[src/rtl/ibex_pkg.sv]
// Shared types for the FPU issue stage: operator encoding, issue FSM
// states, latency classes and the counter sizing helper.
package ibex_pkg;

   typedef enum logic [3:0] {
      FP_ALU_ADD    = 4'd0,
      FP_ALU_SUB    = 4'd1,
      FP_ALU_MUL    = 4'd2,
      FP_ALU_MINMAX = 4'd3,
      FP_ALU_SGNJ   = 4'd4,
      FP_ALU_CMP    = 4'd5,
      FP_ALU_CVT    = 4'd6,
      FP_ALU_CLASS  = 4'd7
   } fp_alu_op_e;

   typedef enum logic [1:0] {
      FPU_ISSUE_IDLE = 2'd0,
      FPU_ISSUE_EXEC = 2'd1,
      FPU_ISSUE_DONE = 2'd2
   } fpu_issue_state_e;

   typedef enum logic [1:0] {
      FPU_LAT_ONE = 2'd0,
      FPU_LAT_ADD = 2'd1,
      FPU_LAT_MUL = 2'd2
   } fpu_lat_e;

   function automatic int fpu_issue_max_cycles(int a, int b);
      return (a > b) ? a : b;
   endfunction

endpackage

[src/rtl/fpu_op_decode.sv]
// Operator decode: op_i / cvt_to_fp_i (mode[1]) -> lat_o latency class,
// int_dst_o set when the result goes to the integer register file.
module fpu_op_decode
   import ibex_pkg::*;
(
   input  fp_alu_op_e op_i,
   input  logic       cvt_to_fp_i,
   output fpu_lat_e   lat_o,
   output logic       int_dst_o
);

   always_comb begin
      lat_o = FPU_LAT_ONE;
      unique case (1'b1)
         (op_i == FP_ALU_ADD) || (op_i == FP_ALU_SUB): lat_o = FPU_LAT_ADD;
         (op_i == FP_ALU_MUL):                         lat_o = FPU_LAT_MUL;
         default:                                      lat_o = FPU_LAT_ONE;
      endcase
   end

   always_comb begin
      int_dst_o = (op_i == FP_ALU_CMP)
               || (op_i == FP_ALU_CLASS)
               || ((op_i == FP_ALU_CVT) && !cvt_to_fp_i);
   end

endmodule

[src/rtl/fpu_issue_stage.sv]
// Multicycle issue/response stage in front of the combinational FPU.
// Ports: req_* (valid/ready request), fpu_* (held FPU operands/result),
// rsp_* (valid/ready response), flush_i only with FPU_ISSUE_FLUSH_EN.
module fpu_issue_stage
   import ibex_pkg::*;
#(
   parameter int ADD_CYCLES = 2,
   parameter int MUL_CYCLES = 3
) (
   input  logic        clk_i,
   input  logic        rst_ni,
`ifdef FPU_ISSUE_FLUSH_EN
   input  logic        flush_i,
`endif
   input  logic        req_valid_i,
   output logic        req_ready_o,
   input  fp_alu_op_e  req_op_i,
   input  logic [1:0]  req_mode_i,
   input  logic [4:0]  req_rd_i,
   input  logic [31:0] req_a_i,
   input  logic [31:0] req_b_i,
   output fp_alu_op_e  fpu_op_o,
   output logic [1:0]  fpu_mode_o,
   output logic [31:0] fpu_a_o,
   output logic [31:0] fpu_b_o,
   input  logic [31:0] fpu_result_i,
   output logic        rsp_valid_o,
   input  logic        rsp_ready_i,
   output logic [31:0] rsp_result_o,
   output logic [4:0]  rsp_rd_o,
   output logic        rsp_int_o
);

   localparam int CNT_W =
      $clog2(fpu_issue_max_cycles(ADD_CYCLES, MUL_CYCLES)) + 1;

   if (ADD_CYCLES < 1) begin : g_bad_add
      $error("ADD_CYCLES must be >= 1");
   end
   if (MUL_CYCLES < 1) begin : g_bad_mul
      $error("MUL_CYCLES must be >= 1");
   end

   fpu_issue_state_e state_q;
   logic [CNT_W-1:0] cnt_q;
   logic [CNT_W-1:0] lat_m1;
   logic [4:0]       rd_q;
   logic             int_q;
   logic             flush;
   logic             accept;
   fpu_lat_e         lat_sel;
   logic             int_dst;

`ifdef FPU_ISSUE_FLUSH_EN
   assign flush = flush_i;
`else
   assign flush = 1'b0;
`endif

   fpu_op_decode u_dec (
      .op_i        (req_op_i),
      .cvt_to_fp_i (req_mode_i[1]),
      .lat_o       (lat_sel),
      .int_dst_o   (int_dst)
   );

   always_comb begin
      lat_m1 = '0;
      unique case (lat_sel)
         FPU_LAT_ADD: lat_m1 = CNT_W'(ADD_CYCLES - 1);
         FPU_LAT_MUL: lat_m1 = CNT_W'(MUL_CYCLES - 1);
         default:     lat_m1 = '0;
      endcase
   end

   assign req_ready_o = !flush
                     && ((state_q == FPU_ISSUE_IDLE)
                     || ((state_q == FPU_ISSUE_DONE) && rsp_ready_i));
   assign accept      = req_valid_i && req_ready_o;
   assign rsp_valid_o = (state_q == FPU_ISSUE_DONE);

   always_ff @(posedge clk_i or negedge rst_ni) begin
      if (!rst_ni) begin
         state_q      <= FPU_ISSUE_IDLE;
         cnt_q        <= '0;
         fpu_op_o     <= FP_ALU_ADD;
         fpu_mode_o   <= 2'b00;
         fpu_a_o      <= '0;
         fpu_b_o      <= '0;
         rd_q         <= '0;
         int_q        <= 1'b0;
         rsp_result_o <= '0;
         rsp_rd_o     <= '0;
         rsp_int_o    <= 1'b0;
      end else if (flush) begin
         // In-flight op is dropped; captured rsp_* keep their values.
         state_q <= FPU_ISSUE_IDLE;
      end else begin
         unique case (state_q)
            FPU_ISSUE_IDLE: begin
               if (accept) state_q <= FPU_ISSUE_EXEC;
            end
            FPU_ISSUE_EXEC: begin
               if (cnt_q == '0) begin
                  rsp_result_o <= fpu_result_i;
                  rsp_rd_o     <= rd_q;
                  rsp_int_o    <= int_q;
                  state_q      <= FPU_ISSUE_DONE;
               end else begin
                  cnt_q <= cnt_q - 1'b1;
               end
            end
            FPU_ISSUE_DONE: begin
               if (rsp_ready_i) begin
                  state_q <= accept ? FPU_ISSUE_EXEC : FPU_ISSUE_IDLE;
               end
            end
            default: state_q <= FPU_ISSUE_IDLE;
         endcase
         if (accept) begin
            fpu_op_o   <= req_op_i;
            fpu_mode_o <= req_mode_i;
            fpu_a_o    <= req_a_i;
            fpu_b_o    <= req_b_i;
            rd_q       <= req_rd_i;
            int_q      <= int_dst;
            cnt_q      <= lat_m1;
         end
      end
   end

endmodule
[config.mk]
export PLATFORM = sky130hd
export DESIGN_NAME = fpu_issue_stage
export DESIGN_NICKNAME = d
export VERILOG_FILES = /design/src/rtl/ibex_pkg.sv /design/src/rtl/fpu_op_decode.sv /design/src/rtl/fpu_issue_stage.sv
export SDC_FILE = /design/constraint.sdc
export NUM_CORES = 1
export LEC_CHECK = 0
export CORE_ASPECT_RATIO = 1.25
export CORE_MARGIN = 10
export CORE_UTILIZATION = 40
export DETAILED_ROUTE_END_ITERATION = 8
export PLACE_DENSITY = 0.79
export SLEW_MARGIN = 20
export SYNTH_ARGS = -nofsm -noshare
export SYNTH_HDL_FRONTEND = slang
export SYNTH_SLANG_ARGS = --single-unit
[constraint.sdc]
create_clock -name clk_i -period 2.3 [get_ports clk_i]
set_input_delay 0.46 -clock clk_i [delete_from_list [all_inputs] [get_ports clk_i]]
set_output_delay 0.46 -clock clk_i [all_outputs]
set_load 0.01 [all_outputs]
# == Word level (Yosys, flattened, before mapping) ==
# Cells that the tools add are included.
# totals
reg_bits,119
out_inout_bits,110
input_bits,111
# classes
n_mux,10
n_eq_ne,13
reduce_logical,15
n_addsub,1
# ops
operator,n
$eq A4 B3 Y1 const B,3
$mux W3,3
$pmux W2 S2,2
$mux W2,3
$ne A2 B2 Y1 const B,3
$pmux W2 S3,1
$eq A2 B1 Y1 const B,2
$eq A2 B2 Y1 const B,2
$eq A4 B1 Y1 const B,1
$eq A4 B2 Y1 const B,1
$logic_not A4 Y1,1
$logic_or A1 B1 Y1,4
$reduce_and A2 Y1,2
$logic_and A1 B1 Y1,3
$logic_not A3 Y1,1
$reduce_and A3 Y1,1
$sub A3 B1 Y3 const B,1
$logic_not A2 Y1,1
$ne A2 B1 Y1 const B,1
$reduce_bool A2 Y1,1
$logic_not A1 Y1,1
$mux W1,1

# == Depth between registers and ports, before layout ==
# Gate-level depths: netlist of run 1.
# logic_depth
depth_word,7
depth_mapped,7
depth_no_buf,6

# == Cells and area by module ==
# Synthesis of run 1 repeated with hierarchy kept, for this count alone.
# hier_totals
hier_cells,276
hier_area_um2,4580.6
# by_module_without_submodules
module,seq_area_each_um2,cells_per_inst,n_inst,area_each_um2
fpu_issue_stage,2977.9,271,1,4540.6
fpu_op_decode,0.0,5,1,40.0

# == Worst setup path before layout of run 1 ==
# No wires, ideal clock.
# synth_path
kind,flip-flop to flip-flop
startpoint,reg cnt_q[0]
endpoint,reg rsp_result_o[22]
stages_incl_launch_ff,8
synth_period_minus_slack_ns,1.670
slack_ns,0.630
arrival_ns,1.542
required_ns,2.173
path_cell_list,dfrtp_1 inv_1 ha_1 ha_1 nand3b_1 buf_2 buf_6 mux2_1
# synth_via
elab_chain_len,2
# synth_lines
item,line_no,source
from (decl),fpu_issue_stage.sv:45,logic [CNT_W-1:0] cnt_q;
from (signal assigned),fpu_issue_stage.sv:110,cnt_q <= cnt_q - 1'b1;
from (signal assigned),fpu_issue_stage.sv:127,cnt_q <= lat_m1;
$logic_not A3 Y1,fpu_issue_stage.sv:104,if (cnt_q == '0) begin
$reduce_and A2 Y1 (no line),--,
to (signal assigned),fpu_issue_stage.sv:105,rsp_result_o <= fpu_result_i;
to (decl),fpu_issue_stage.sv:29,"output logic [31:0] rsp_result_o,"
# No other way between the ends.
# A chain may end at the register's enable or synchronous reset.

# == Worst setup path after layout of run 1 ==
# layout_path
startpoint,reg state_q[0]
endpoint,out rsp_valid_o
# layout_via
elab_chain_len,1
# layout_lines
item,line_no,source
from (decl),fpu_issue_stage.sv:44,fpu_issue_state_e state_q;
from (signal assigned),fpu_issue_stage.sv:115,state_q <= accept ? FPU_ISSUE_EXEC : FPU_ISSUE_IDLE;
$eq A2 B2 Y1,fpu_issue_stage.sv:80,assign rsp_valid_o = (state_q == FPU_ISSUE_DONE);
to (decl),fpu_issue_stage.sv:27,"output logic rsp_valid_o,"
# No other way between the ends.

==> results of run 1 <==
==> timing repair <==
item                                    in CTS  in global routing
endpoints found under the setup margin       0                  1
gates resized for setup                      0                  1
endpoints found under the hold margin       28                  0
hold buffers                                 1                  0
==> power groups by stage <==
stage               logic [mW]  clock network (mW)  registers [mW]
floorplan                 1.60                   0            4.16
global placement          4.73                   0            3.65
detailed placement        4.83                   0            3.74
CTS                       4.85                2.78            3.72
global route              5.06                2.89            3.84
finish                    4.72                2.71            3.70
==> kinds of logic after synthesis <==
| family | Yosys count | share of synthesized area [%] |
|---|---|---|
| buffers and inverters | 17 | 2.150 |
| flip-flops | 119 | 65.62 |
| XOR/XNOR | 1 | 0.1930 |
| multiplexers | 116 | 28.76 |
| adder cells (fa/ha/maj) | 2 | 0.5513 |
| AO/OA/AOI/OAI | 4 | 0.6617 |
| AND/OR/NAND/NOR | 13 | 2.068 |
==> worst max path at each step <==
stage	slack, ns	cells past startpoint	end
after CTS	0.04	4	req_ready_o
final	0.25	3	rsp_valid_o
after global placement	0.05	4	req_ready_o
after global routing	0.16	3	rsp_valid_o
after floorplan	0.63	7	rsp_result_o[22]
after detailed placement	0.04	4	req_ready_o
==> per-stage QoR <==
stage	hold slack (ns)	instance area, um2	setup slack (ns)	cells
after floorplan	0.1644	4538	0.6304	272
after global placement	0.4179	6955	0.05440	623
after detailed placement	0.4227	6955	0.04461	623
after CTS	0.4928	7584	0.03831	655
after global routing	0.5090	7586	0.1616	655
final	0.4859	7586	0.2505	655
==> cells in the final DEF (no fill, tap or decap), types with 2 or more instances in the layout <==
master / synthesis / routed
clkbuf_16: 0 / 17
dfrtp_1: 119 / 119
mux2_2: 98 / 98
ha_1: 2 / 2
clkbuf_1: 0 / 2
nand2b_1: 3 / 3
mux2_1: 17 / 17
buf_4: 0 / 4
inv_1: 5 / 5
buf_12: 0 / 5
clkinv_2: 0 / 2
clkdlybuf4s50_1: 0 / 218
bufinv_16: 0 / 3
clkbuf_8: 0 / 5
nor2b_1: 2 / 2
==> registers in the layout, summed over array words and instances, names as in the netlist <==
register      flops
fpu_mode_o        2
rsp_int_o         1
cnt_q             3
rsp_result_o     32
state_q           2
fpu_b_o          32
rd_q              5
fpu_a_o          32
rsp_rd_o          5
int_q             1
fpu_op_o          4
==> routing by layer <==
metal  vias to the layer above  track usage (%)  share of wire, %
met5                         -                0                 0
met1                      1535            15.45                34
li1                       1425                -                 -
met2                       131            27.46                54
met3                         9            9.394                11
met4                         0            4.700               1.1
==> area by class of cell <==
cell class	count	share of cell area, %
tap	135	2.227
sequential	119	39.25
inverter	5	0.2474
multi-input combinational	136	19.35
clock inverter	7	1.534
timing repair buffer	229	30.78
clock buffer	24	6.614
==> flow_metrics.py, run 1 <==
metrics = {
    "worst_hold_path": {
        "min_from": "rsp_result_o[26]",
        "min_path_type": "reg2reg",
        "holdPathStages": 1,
        "min_to": "rsp_result_o[26]",
    },
    "yosys": {
        "synth_top_area_share_pct": 65.62,
        "synth-seq-cells": 119,
        "postSynthAreaPerCell_um2": 16.68,
        "ys_async_sr_fraction_pct": 100.0,
        "synth_edf_count": 0,
        "synth_common_cells": "119 x dfrtp_1, 98 x mux2_2, 17 x mux2_1, 9 x buf_2, 5 x inv_1",
        "synthFlopType": "dfrtp_1",
        "yosys.cell_types.count": 23,
        "synthTopCellsByArea": "dfrtp_1 66%, mux2_2 24%, mux2_1 4.2%, buf_2 0.99%, buf_6 0.74%",
        "netlist_instances": 272,
        "synth_area_um2": 4538,
        "syn_nets": 385,
        "yosys_warnings": 0,
        "yosysMostFrequentCell": "dfrtp_1",
        "synth_area_leader_cell": "dfrtp_1",
        "yosysSeqAreaShare_pct": 65.62,
    },
    "drt": {
        "first_pass_iters": 4,
        "vias": 3100,
        "antenna_left": 0,
        "drt_iter0_drc": 65,
        "vias_per_cell": 4.733,
        "wl_per_cell_um": 19.31,
        "drt-total-wl_mm": 12.65,
        "post-route-drc-count": 0,
    },
    "grt": {
        "antenna_found_initial": 0,
        "grt.total_usage_pct": 15.93,
        "overflow": 0,
        "grt_max_degree": 65,
        "grt_pass1_wl_mm": 19.68,
        "grt_pass1_vias": 3596,
    },
    "clock_network": {
        "clk_pin_slew_worst_paths_ns": 0.05,
        "cts_setup_buffers": 0,
        "numClockSinks": 119,
        "insertion_delay_ns": 0.40,
        "htree_levels": 4,
        "cts_buffers": 17,
        "ctsLongestPathBuffers": 2,
        "root_buffer": "clkbuf_16",
        "cts_tree": "done",
    },
    "power": {
        "intPower_mw": 7.979,
        "totalPowerFinal_mw": 11.13,
        "p_clk_share_pct": 24.4,
        "seqPwrFrac_pct": 33.2,
        "pwr-share-comb_pct": 42.4,
        "switching_share_pct": 28.34,
        "p_sw_mw": 3.155,
        "p_per_area_nw_per_um2": 1468,
        "p_leak_nw": 3.196,
        "ir_drop_uv": 699.4,
    },
    "layout": {
        "antenna_cells": 0,
        "ff_latch_area_um2": 2978,
        "fillers": 819,
        "drive_gt1_share_pct": 26.73,
        "nets": 621,
        "utilization_pct": 68.45,
        "multi_input_area_um2": 1468,
        "syn_to_final_growth_pct": 67.16,
    },
    "worst_setup_path": {
        "start_kind": "flop",
        "cp.buffers_inverters": 2,
        "arrival_ns": 1.59,
        "startpoint": "state_q[0]",
        "path_delay_family": "buffers and inverters",
        "worstSetupEndpointType": "primary output",
        "crit_chain": "nand2b_1 > inv_1 > clkdlybuf4s50_1",
        "path_class": "reg2out",
        "r2r_end": "rsp_result_o[2]",
        "worstPathRequired_ns": 1.84,
        "crit_slowest_cell": "clkdlybuf4s50_1",
        "timing.reg2reg.setup_slack_ns": 0.63,
        "worst-path-max-fanout": 5,
        "rr_worst_depth": 6,
        "cp_slowest_stage_delay_ns": 0.54,
        "timing.rr.start": "cnt_q[0]",
    },
    "place": {
        "dp_hpwl_mm": 9.954,
        "io_buffers": 220,
        "place_congestion": 0.7325,
    },
    "die": {
        "rows": 43,
        "die_h_um": 139.1,
        "die_w_um": 115.3,
        "die-area_um2": 16030,
        "coreArea_um2": 11080,
        "io_pins": 221,
        "start_util_pct": 40.95,
    },
    "timing": {
        "finalCritPeriodShare_pct": 89.11,
        "rsz0062_at_grt": "no",
        "fin_crit_ns": 2.049,
        "fin_worst_skew_ns": 0.01030,
        "timing.slew.headroom_pct": 72.01,
        "finalSetupViolCount": 0,
        "slew_violations": 0,
        "hold_violations": 0,
        "final.setup.tns_ns": 0,
        "fmax_mhz": 487.9,
        "worst_slew_pin_slew_ns": 0.4198,
    },
    "run_status": {
        "outcome": "finished clean",
    },
    "job": {
        "maxCapViolations": 0,
    },
}
Note: power is estimated with default switching activity, not from simulation.
==> run 2: changes to the inputs <==
Settings changed: SLEW_MARGIN 20 to 25.
==> results of run 2 <==
The final DEF is identical to that of run 1; final timing and power are the same.
==> run 3: changes to the inputs <==
Settings changed: GPL_ROUTABILITY_DRIVEN set to 0, MAX_ROUTING_LAYER set to met4.
==> run 3 against run 2 <==
Against the previous run:
- register-to-register slack is essentially flat
- hold slack is essentially flat
- power is essentially flat
- critical path type unchanged
- flip-flop and latch count is the same
- first-iteration DRC count shrank 1.5%
- utilization is the same
- cell area is the same
- combinational power is essentially flat
- highest routed layer unchanged
==> flow_metrics.py, run 3 (synthesis results as in run 1) <==
metrics = {
    "run_status": {
        "outcome": "finished clean",
    },
    "timing": {
        "rsz0062_at_grt": "no",
        "final.setup.tns_ns": 0,
        "hold_violations": 0,
        "setup_slack_ns": 0.2514,
        "fin_crit_ns": 2.049,
        "worst_slew_pin_slew_ns": 0.4205,
        "timing.slew.headroom_pct": 71.97,
        "finalCritPeriodShare_pct": 89.07,
        "finalSetupViolCount": 0,
        "fin_worst_skew_ns": 0.009940,
        "slew_violations": 0,
        "fmax_mhz": 488.1,
    },
    "power": {
        "totalPowerFinal_mw": 11.13,
        "ir_drop_uv": 699.7,
        "p_leak_nw": 3.196,
        "p_per_area_nw_per_um2": 1468,
    },
    "grt": {
        "grt.total_usage_pct": 16.37,
        "grt_max_degree": 65,
        "antenna_found_initial": 0,
        "grt_pass1_wl_mm": 19.55,
        "overflow": 0,
        "grt_pass1_vias": 3629,
    },
    "worst_setup_path": {
        "worstPathRequired_ns": 1.84,
        "worstSetupEndpointType": "primary output",
        "crit_cells": 3,
        "crit_chain": "nand2b_1 > inv_1 > clkdlybuf4s50_1",
        "cp_slowest_stage_delay_ns": 0.54,
        "r2r_end": "rsp_result_o[2]",
        "arrival_ns": 1.59,
        "start_kind": "flop",
        "timing.reg2reg.setup_slack_ns": 0.63,
        "rr_worst_depth": 6,
        "timing.rr.start": "cnt_q[0]",
        "crit_slowest_cell": "clkdlybuf4s50_1",
        "cp.buffers_inverters": 2,
        "worst-path-max-fanout": 5,
        "path_class": "reg2out",
        "path_delay_family": "buffers and inverters",
    },
    "clock_network": {
        "htree_levels": 4,
        "cts_setup_buffers": 0,
        "numClockSinks": 119,
        "cts_tree": "done",
        "clk_pin_slew_worst_paths_ns": 0.05,
        "cts_buffers": 17,
        "root_buffer": "clkbuf_16",
        "insertion_delay_ns": 0.40,
        "ctsLongestPathBuffers": 2,
    },
    "drt": {
        "vias": 3106,
        "antenna_left": 0,
        "wl_per_cell_um": 19.32,
        "vias_per_cell": 4.742,
        "first_pass_iters": 5,
        "drt-total-wl_mm": 12.65,
        "post-route-drc-count": 0,
        "drt_iter0_drc": 64,
    },
    "worst_hold_path": {
        "min_to": "rsp_result_o[26]",
        "holdPathStages": 1,
        "min_path_type": "reg2reg",
        "min_from": "rsp_result_o[26]",
    },
    "die": {
        "io_pins": 221,
        "start_util_pct": 40.95,
        "die-area_um2": 16030,
        "die_h_um": 139.1,
        "die_w_um": 115.3,
        "coreArea_um2": 11080,
        "rows": 43,
    },
    "layout": {
        "nets": 621,
        "final_cell_mix": "218 x clkdlybuf4s50_1, 119 x dfrtp_1, 98 x mux2_2",
        "syn_to_final_growth_pct": 67.16,
        "antenna_cells": 0,
        "final_common_cell": "clkdlybuf4s50_1",
        "drive_gt1_share_pct": 26.73,
        "utilization_pct": 68.45,
        "largestRegisters": "fpu_a_o: 32 flops, fpu_b_o: 32 flops, rsp_result_o: 32 flops",
    },
    "place": {
        "dp_hpwl_mm": 9.954,
        "io_buffers": 220,
        "pre_cts_ws_ns": 0.04461,
    },
    "job": {
        "maxCapViolations": 0,
    },
}
==> run 3: cell counts in the layout (fill, tap and decap cells not counted) <==
No cell type changed its count.
==> run 3: layout make-up <==
class | instances | area [um2]
clock buffers | 24 | 501.7
fillers | 819 | 3497
multi-input cells | 136 | 1468
clock inverters | 7 | 116.4
inverters | 5 | 18.77
repair buffers | 229 | 2335
flip-flops and latches | 119 | 2978
well taps | 135 | 168.9
==> run 3: routing by layer <==
layer	routed length, um	track usage, %
met4	116	4.700
met2	6804	27.46
met1	4594	16.23
met3	1139	8.139
met5	0	-
==> run 3: through the flow <==
step | instance area (um2) | hold WS (ns) | std cells
floorplan | 4538 | 0.1644 | 272
global placement | 6955 | 0.4179 | 623
detailed placement | 6955 | 0.4227 | 623
CTS | 7584 | 0.4928 | 655
global route | 7586 | 0.5090 | 655
finish | 7586 | 0.4860 | 655
==> run 3: power breakdown <==
part	leakage, nW	internal, mW	switching [mW]	total [mW]
Clock	0.302	1.84	0.871	2.71
Sequential	1.40	3.17	0.528	3.70
Combinational	1.49	2.97	1.76	4.72
==> run 3: worst max path at each step <==
stage | start | endpoint | slack [ns]
2_1_floorplan | cnt_q[0] | rsp_result_o[22] | 0.63
3_3_place_gp | rsp_ready_i | req_ready_o | 0.05
3_5_place_dp | rsp_ready_i | req_ready_o | 0.04
4_1_cts | rsp_ready_i | req_ready_o | 0.04
5_1_grt | state_q[0] | rsp_valid_o | 0.16
6_report | state_q[0] | rsp_valid_o | 0.25
==> run 3: what timing repair did <==
item	in CTS	in global routing
hold endpoints to repair	28	0
resized for setup	0	1
hold buffers	1	0
setup endpoints to repair	0	1
